**config.mk**
```make
export PLATFORM = sky130hd
export DESIGN_NAME = spi_temp_master_multi
export DESIGN_NICKNAME = d
export VERILOG_FILES = /design/src/rtl/spi_temp_master_multi.sv
export SDC_FILE = /design/constraint.sdc
export NUM_CORES = 1
export LEC_CHECK = 0
export ABC_CLOCK_PERIOD_IN_PS = 1700
export CORE_MARGIN = 2
export CORE_UTILIZATION = 50
export CTS_BUF_LIST = sky130_fd_sc_hd__clkbuf_4
export DETAILED_ROUTE_END_ITERATION = 6
export PLACE_DENSITY = 0.82
export SYNTH_ARGS = -nofsm -noshare
export SYNTH_HDL_FRONTEND = slang
export SYNTH_SLANG_ARGS = --single-unit
export TNS_END_PERCENT = 5
```
**constraint.sdc**
```tcl
create_clock -name clk_i -period 1.7 [get_ports clk_i]
set_clock_uncertainty 0.15 [all_clocks]
set_input_delay 0.17 -clock clk_i [delete_from_list [all_inputs] [get_ports clk_i]]
set_output_delay 0.17 -clock clk_i [all_outputs]
set_load 0.01 [all_outputs]
```
**src/rtl/spi_temp_master_multi.sv**
```systemverilog
// SPI read master for MAX31855-class converters: one chip select per sensor,
// captures a FRAME_W-bit MSB-first word on request or in a round-robin scan.
module spi_temp_master_multi #(
    parameter int FRAME_W   = 32,
    parameter int N_CH      = 4,
    parameter int CLK_DIV   = 4,
    parameter int CS_GAP    = 8,
    parameter int FAULT_BIT = 16,
    localparam int CH_W     = (N_CH > 1) ? $clog2(N_CH) : 1
) (
    input  logic               clk_i,
    input  logic               rst_i,
    input  logic               start_i,
    input  logic [CH_W-1:0]    ch_i,
    input  logic               scan_i,
    output logic               busy_o,
    output logic               done_o,
    output logic               err_o,
    output logic [FRAME_W-1:0] data_o,
    output logic [CH_W-1:0]    ch_o,
    output logic               fault_o,
    output logic               spi_sck_o,
    output logic [N_CH-1:0]    spi_cs_n_o,
    input  logic               spi_miso_i,
    output logic [2:0]         state_o
);

    localparam int CNT_MAX = (CLK_DIV > CS_GAP) ? CLK_DIV : CS_GAP;
    localparam int CNT_W   = $clog2(CNT_MAX + 1);
    localparam int BIT_W   = $clog2(FRAME_W);
    localparam logic [CNT_W-1:0] DIV_END = CNT_W'(CLK_DIV - 1);
    localparam logic [CNT_W-1:0] GAP_END = CNT_W'(CS_GAP - 1);
    localparam logic [BIT_W-1:0] BIT_END = BIT_W'(FRAME_W - 1);
    localparam logic [CH_W:0]    N_CH_L  = (CH_W + 1)'(N_CH);
    localparam logic [CH_W-1:0]  LAST_CH = CH_W'(N_CH - 1);

    typedef enum logic [2:0] {IDLE, SETUP, SHIFT, HOLD, GAP} state_t;

    state_t             state;
    logic [CNT_W-1:0]   cnt;
    logic [BIT_W-1:0]   bit_cnt;
    logic [FRAME_W-1:0] shreg;
    logic [CH_W-1:0]    cur_ch;
    logic [CH_W-1:0]    sp;
    logic               scan_frame;

    logic               launch;
    logic [CH_W-1:0]    launch_ch;
    logic [N_CH-1:0]    cs_sel;

    assign state_o = state;

    // Scan mode takes priority and ignores the handshake inputs entirely.
    always_comb begin
        launch_ch = scan_i ? sp : ch_i;
        launch    = scan_i || (start_i && ({1'b0, ch_i} < N_CH_L));
        cs_sel    = N_CH'(1) << launch_ch;
    end

    always_ff @(posedge clk_i) begin
        if (rst_i) begin
            state      <= IDLE;
            cnt        <= '0;
            bit_cnt    <= '0;
            shreg      <= '0;
            cur_ch     <= '0;
            sp         <= '0;
            scan_frame <= 1'b0;
            busy_o     <= 1'b0;
            done_o     <= 1'b0;
            err_o      <= 1'b0;
            data_o     <= '0;
            ch_o       <= '0;
            fault_o    <= 1'b0;
            spi_sck_o  <= 1'b0;
            spi_cs_n_o <= '1;
        end else begin
            done_o <= 1'b0;
            err_o  <= 1'b0;
            case (state)
                IDLE: begin
                    if (launch) begin
                        state      <= SETUP;
                        busy_o     <= 1'b1;
                        spi_cs_n_o <= ~cs_sel;
                        cur_ch     <= launch_ch;
                        scan_frame <= scan_i;
                        cnt        <= '0;
                    end else if (start_i) begin
                        err_o <= 1'b1;
                    end
                end
                SETUP: begin
                    if (cnt == DIV_END) begin
                        cnt     <= '0;
                        bit_cnt <= '0;
                        state   <= SHIFT;
                    end else begin
                        cnt <= cnt + 1'b1;
                    end
                end
                SHIFT: begin
                    // spi_sck_o doubles as the half-period phase flag.
                    if (cnt == DIV_END) begin
                        cnt <= '0;
                        if (!spi_sck_o) begin
                            spi_sck_o <= 1'b1;
                        end else begin
                            spi_sck_o <= 1'b0;
                            shreg     <= {shreg[FRAME_W-2:0], spi_miso_i};
                            if (bit_cnt == BIT_END) begin
                                state <= HOLD;
                            end else begin
                                bit_cnt <= bit_cnt + 1'b1;
                            end
                        end
                    end else begin
                        cnt <= cnt + 1'b1;
                    end
                end
                HOLD: begin
                    if (cnt == DIV_END) begin
                        cnt        <= '0;
                        state      <= GAP;
                        spi_cs_n_o <= '1;
                        done_o     <= 1'b1;
                        data_o     <= shreg;
                        ch_o       <= cur_ch;
                        fault_o    <= shreg[FAULT_BIT];
                        if (scan_frame) begin
                            sp <= (sp == LAST_CH) ? '0 : sp + 1'b1;
                        end
                    end else begin
                        cnt <= cnt + 1'b1;
                    end
                end
                GAP: begin
                    if (cnt == GAP_END) begin
                        cnt    <= '0;
                        state  <= IDLE;
                        busy_o <= 1'b0;
                    end else begin
                        cnt <= cnt + 1'b1;
                    end
                end
                default: state <= IDLE;
            endcase
        end
    end

endmodule

```
---- Word level (Yosys, flattened, before mapping) ----
Index checks and enable logic that the tools add are counted.
word-level totals
  bits of input ports ..................... 7
  bits in registers ....................... 92
operators by class
  shift operators ......................... 1
  $add $sub $neg .......................... 3
  bitwise logic cells ..................... 3
  mux-type cells .......................... 28
  reduce and logical (&&, ||, !) cells .... 19
  equality and inequality tests ........... 16
operators by type and width
  operator                                         count
  2-to-1 mux 3 bit                                 7
  2-to-1 mux 4 bit                                 5
  2-to-1 mux 5 bit                                 4
  inequality test 2 bit, second input constant     8
  one-hot mux 3 bit (5 select lines)               1
  one-hot mux 4 bit (3 select lines)               1
  AND reduction 3 bit                              4
  one-hot mux 5 bit (2 select lines)               1
  one-hot mux 4 bit (2 select lines)               1
  AND reduction 2 bit                              4
  AND reduction 7 bit                              1
  == test 3 x 2 -> 1 bit, second input constant    2
  nonzero test 2 bit                               3
  OR reduction 3 bit                               2
  adder 5 x 1 -> 5 bit, second input constant      1
  == test 5 bit, second input constant             1
  2-to-1 mux 1 bit                                 5
  AND reduction 5 bit                              1
  adder 4 x 1 -> 4 bit, second input constant      1
  == test 4 x 2 -> 1 bit, second input constant    1
  == test 4 x 3 -> 1 bit, second input constant    1
  2-to-1 mux 2 bit                                 2
  NOT 4 bit                                        1
  << shifter 1 x 2 -> 4 bit, first input constant  1
  other kinds (10)                                 11

---- Logic depth before layout (Yosys ltp) ----
  depth in word-level cells ............... 5
  depth in mapped cells ................... 7

---- Least setup slack after synthesis ----
No wires, ideal clock.
  path kind ............................... register to register
  start point ............................. reg bit_cnt[0]
  end point ............................... reg state[1] (netlist: state_o[1])
  setup time .............................. 70 ps
  period minus slack after synthesis ...... 1,870 ps
  cell stages (with the launch flop) ...... 8
  path buffers ............................ 0
  slack ................................... -170 ps
  data arrival time ....................... 1,649 ps
  cell sequence ........................... dfxtp_1 ha_1 and3_1 ha_1 nand2_1 a22o_1 or4_1 a21oi_1
between the ends
  cells in the longest elaborated chain, start to end .. 3
RTL lines
  what                             line  RTL
  start: declaration               41    logic [BIT_W-1:0] bit_cnt;
  start signal: assignment         114   bit_cnt <= bit_cnt + 1'b1;
  == test 5 bit                    111   if (bit_cnt == BIT_END) begin
  inequality test 2 bit (no line)  --
  AND reduction 7 bit (no line)    --
  end signal: assignment           112   state <= HOLD;
  end signal: assignment           124   state <= GAP;
  end signal: assignment           140   state <= IDLE;
  end: declaration                 39    state_t state;
No other way between the ends.
A chain may end at the register's enable or synchronous reset.

---- Worst setup path in the final report ----
  start point ............................. reg cnt[0]
  end point ............................... reg state[1] (netlist: state_o[1])
between the ends
  cells in the longest elaborated chain, start to end .. 3
  elaborated cells on any way between the ends .. 7
  those cells by class .................... eq/ne: 6; reduce/logical: 1
RTL lines
  what                                                              line  RTL
  start: declaration                                                40    logic [CNT_W-1:0] cnt;
  start signal: assignment                                          99    cnt <= cnt + 1'b1;
  start signal: assignment                                          118   cnt <= cnt + 1'b1;
  start signal: assignment                                          134   cnt <= cnt + 1'b1;
  == test 4 x 2 -> 1 bit or == test 4 x 3 -> 1 bit (tied branches)  --
  inequality test 2 bit (no line)                                   --
  AND reduction 7 bit (no line) *                                   --
  end signal: assignment                                            97    state <= SHIFT;
  end signal: assignment                                            112
  end signal: assignment                                            124
Mark *: on every way between the ends. The rest lies on a longest branch, timed or not.

==> metrics.md <==
| Metric | Value |
|---|---|
| Worst setup path start | cnt[0]$_SDFFE_PP0P_ |
| Area delta synth->final | 32.92% |
| Post-route cell area | 0.004703 mm2 |
| Reg2reg end | state_o[1]$_SDFFE_PP0P_ |
| Post-synthesis sequential area ratio | 51.49% |
| Leakage power | 2.130 nW |
| Clock slew at reported path FFs | 0.13 ns |
| Hold Path Class | in2reg |
| Die Footprint | 0.007766 mm2 |
| Syn nets | 442 |
| RePlAce Congestion | 0.7282 |
| Pre-antenna DRT Iters | 5 |
| Clk pwr share | 28.8% |
| Most frequent cells in the layout | 142 x nand2_1, 81 x dfxtp_1, 65 x a21oi_1 |
| Total CTS buffers | 9 |
| CP Class | reg2reg |
| Final Hold Fails | 0 |
| Clock Sinks | 91 |
| DR WL/cell | 13.36 um |
| Power Total | 4.564 mW |
| Fmax | 0.5339 GHz |
| ANT cells | 0 |
| Crit. End Element | flop |
| Power Density | 970.3 mW/mm2 |
| Width of the die | 88.13 um |
| Vias in the first global route | 2906 |
| Internal power | 3.305 mW |
| CTS tree | yes |
| H-tree Lvls | 3 |
| Comb power frac | 21.5% |
| CORE AREA | 0.006832 mm2 |
| Crit path max fanout | 5 |
| Iter 0 DRT Violations | 240 |
| Syn Std Cell Area | 0.003538 mm2 |
| Required time worst endpoint | 1.92 ns |
| Final Slew Violations | 0 |
| Sw frac | 27.58% |
| Post-synthesis area per instance | 8.210 um2 |
| Number of I/O port buffers | 52 |
| First-pass GRT wire length | 12440 um |
| Routed vias | 3131 |
| Critical path startpoint category | flop |
| Post-synth EDFFs | 0 |
| Ys flop type | dfxtp_1 |
| HPWL Detailed | 4964 um |
| FF+latch count, synth | 91 |
| Register share of total power | 49.8% |
| DR vias/cell | 5.262 |
| Largest net degree at the start of global routing | 71 |
| Routed WL | 7951 um |
| GRT overflow | 0 |
| Count of cell types in the netlist | 43 |
| Initial Utilization | 51.79% |
| # IOs | 53 |
| Period Utilization, post-route | 110.2% |
| Final ANT Viol Nets | 0 |
| DP Area | 0.004347 mm2 |
| Net Sw Power | 1.259 mW |
| Failing checks | negative setup slack |
| TNS Setup | -1.807 ns |
| Global Route Usage Sum | 20.38% |
| Unrepaired setup endpoints after global routing | yes |
| Die Ht | 88.13 um |
| Drc violations | 0 |
| Ys Warns | 0 |
| Worst Setup EP | state_o[1]$_SDFFE_PP0P_ |
| Flop2flop setup slack | -0.17 ns |
| Clk Latency, worst-skew pair | 0.43 ns |
| Finish-stage setup viols | 39 |
| Max VDD drop | 405.0 uV |
| Commonest non-fill, non-tap cell in the layout | nand2_1 |
| Initial antenna violation count | 0 |
| Row count | 30 |
| RR Startpoint | cnt[0]$_SDFFE_PP0P_ |
| CTS root buffer | clkbuf_4 |
| Min Tclk post-route | 1.873 ns |
| Outcome | complete, but fails checks |
| Syn Inst Count | 431 |
| Final nets | 506 |
| Worst EP arrival | 2.09 ns |
| Asr flop ratio synth | 0% |
| Fraction of layout cells with a size suffix above 1 | 16.43% |
| CTS max path bufs | 2 |
| Max Cap Viol | 0 |
| R2R depth | 5 |
| Setup WS post-layout | -0.1730 ns |
stage by stage:
stage | std cells | hold slack [ns] | util (%) | setup slack, ns
floorplan | 431 | 0.1560 | - | -0.03891
global placement | 577 | 0.2883 | 63.63 | -0.04699
detailed placement | 577 | 0.2969 | 63.63 | -0.1385
CTS | 595 | 0.1223 | 66.72 | -0.1299
global route | 595 | 0.1119 | 68.85 | -0.2228
finish | 595 | 0.1308 | 68.85 | -0.1730
timing repair:
| action | CTS | global route |
|---|---|---|
| endpoints found under the hold margin | 1 | 0 |
| cloned | 1 | 0 |
| pin swaps | 1 | 5 |
| endpoints found under the setup margin | 82 | 114 |
| hold buffers | 1 | 0 |
| setup buffers | 1 | 0 |
| gates resized for setup | 12 | 49 |
how the worst min path moves through the flow:
stage | slack (ns) | to | startpoint | depth (start not counted)
floorplan | 0.16 | shreg[0]$_SDFFE_PP0P_ | spi_miso_i | 2
global placement | 0.29 | data_o[31]$_SDFFE_PP0P_ | shreg[31]$_SDFFE_PP0P_ | 2
detailed placement | 0.30 | data_o[10]$_SDFFE_PP0P_ | data_o[10]$_SDFFE_PP0P_ | 2
CTS | 0.12 | shreg[0]$_SDFFE_PP0P_ | spi_miso_i | 3
global route | 0.11 | shreg[0]$_SDFFE_PP0P_ | spi_miso_i | 3
finish | 0.13 | shreg[0]$_SDFFE_PP0P_ | spi_miso_i | 3
cells in the mapped netlist, types with 2 or more instances:
cell type,n,area share (%)
a211oi_1,3,0.64
a21o_1,2,0.42
a21oi_1,77,11
a22oi_1,2,0.42
and3_1,3,0.53
buf_2,10,1.4
buf_4,6,1.3
clkbuf_1,16,1.7
dfxtp_1,91,51
ha_1,4,1.4
mux2i_1,2,0.57
nand2_1,142,15
nand3_1,7,0.99
nor2_1,14,1.5
nor2b_1,5,0.88
nor3_1,6,0.85
nor3b_1,2,0.42
nor3b_2,2,0.71
nor4bb_1,2,0.57
o211ai_1,2,0.42
o21ai_0,4,0.57
o21bai_1,4,0.85
or4_1,2,0.42
xnor2_1,2,0.50
xor2_1,3,0.74
layer usage:
metal,GRT usage [%],wire length [um]
met5,0,0
met4,8.264,147
met2,35.95,4109
met3,4.053,416
met1,24.28,3277
power groups by stage:
stage | Combinational (mW) | Clock [mW] | Sequential (mW)
floorplan | 0.508 | 0 | 2.34
global placement | 0.921 | 0 | 2.31
detailed placement | 0.952 | 0 | 2.31
CTS | 0.956 | 1.33 | 2.27
global route | 1.07 | 1.43 | 2.29
finish | 0.979 | 1.31 | 2.27
area by class of cell:
cell class | instances | area [um2]
multi-input cells | 308 | 1665
fillers | 529 | 2128
flip-flops and latches | 91 | 1839
clock buffers | 9 | 67.56
well taps | 96 | 120.1
repair buffers | 85 | 922.1
clock inverters | 6 | 88.84
kinds of logic (layout without fill, tap and decap cells):
logic type      count (synthesis)  after routing  share of synthesized area (%)
compound gates                100            100                          15.77
simple gates                  196            196                          25.04
mux                             2              2                         0.5658
other cells                     1              1                         0.1060
buf+inv                        32            100                          4.385
xor+xnor                        5              5                          1.238
flops                          91             91                          51.49
fa+ha+maj                       4              4                          1.414
critical path, cell delays in order (launching register included):
cell      delay, ns
dfxtp_2        0.38
ha_4           0.15
nor2b_1        0.35
a211oi_4       0.12
or4_1          0.54
a21oi_2        0.13
state kept, by name, indices dropped and copies added (netlist names):
name        cells
shreg          32
sp              2
state_o         3
bit_cnt         5
scan_frame      1
spi_cs_n_o      4
done_o          1
data_o         32
cnt             4
ch_o            2
spi_sck_o       1
err_o           1
busy_o          1
cur_ch          2
Power figures use the tool's default switching activity.
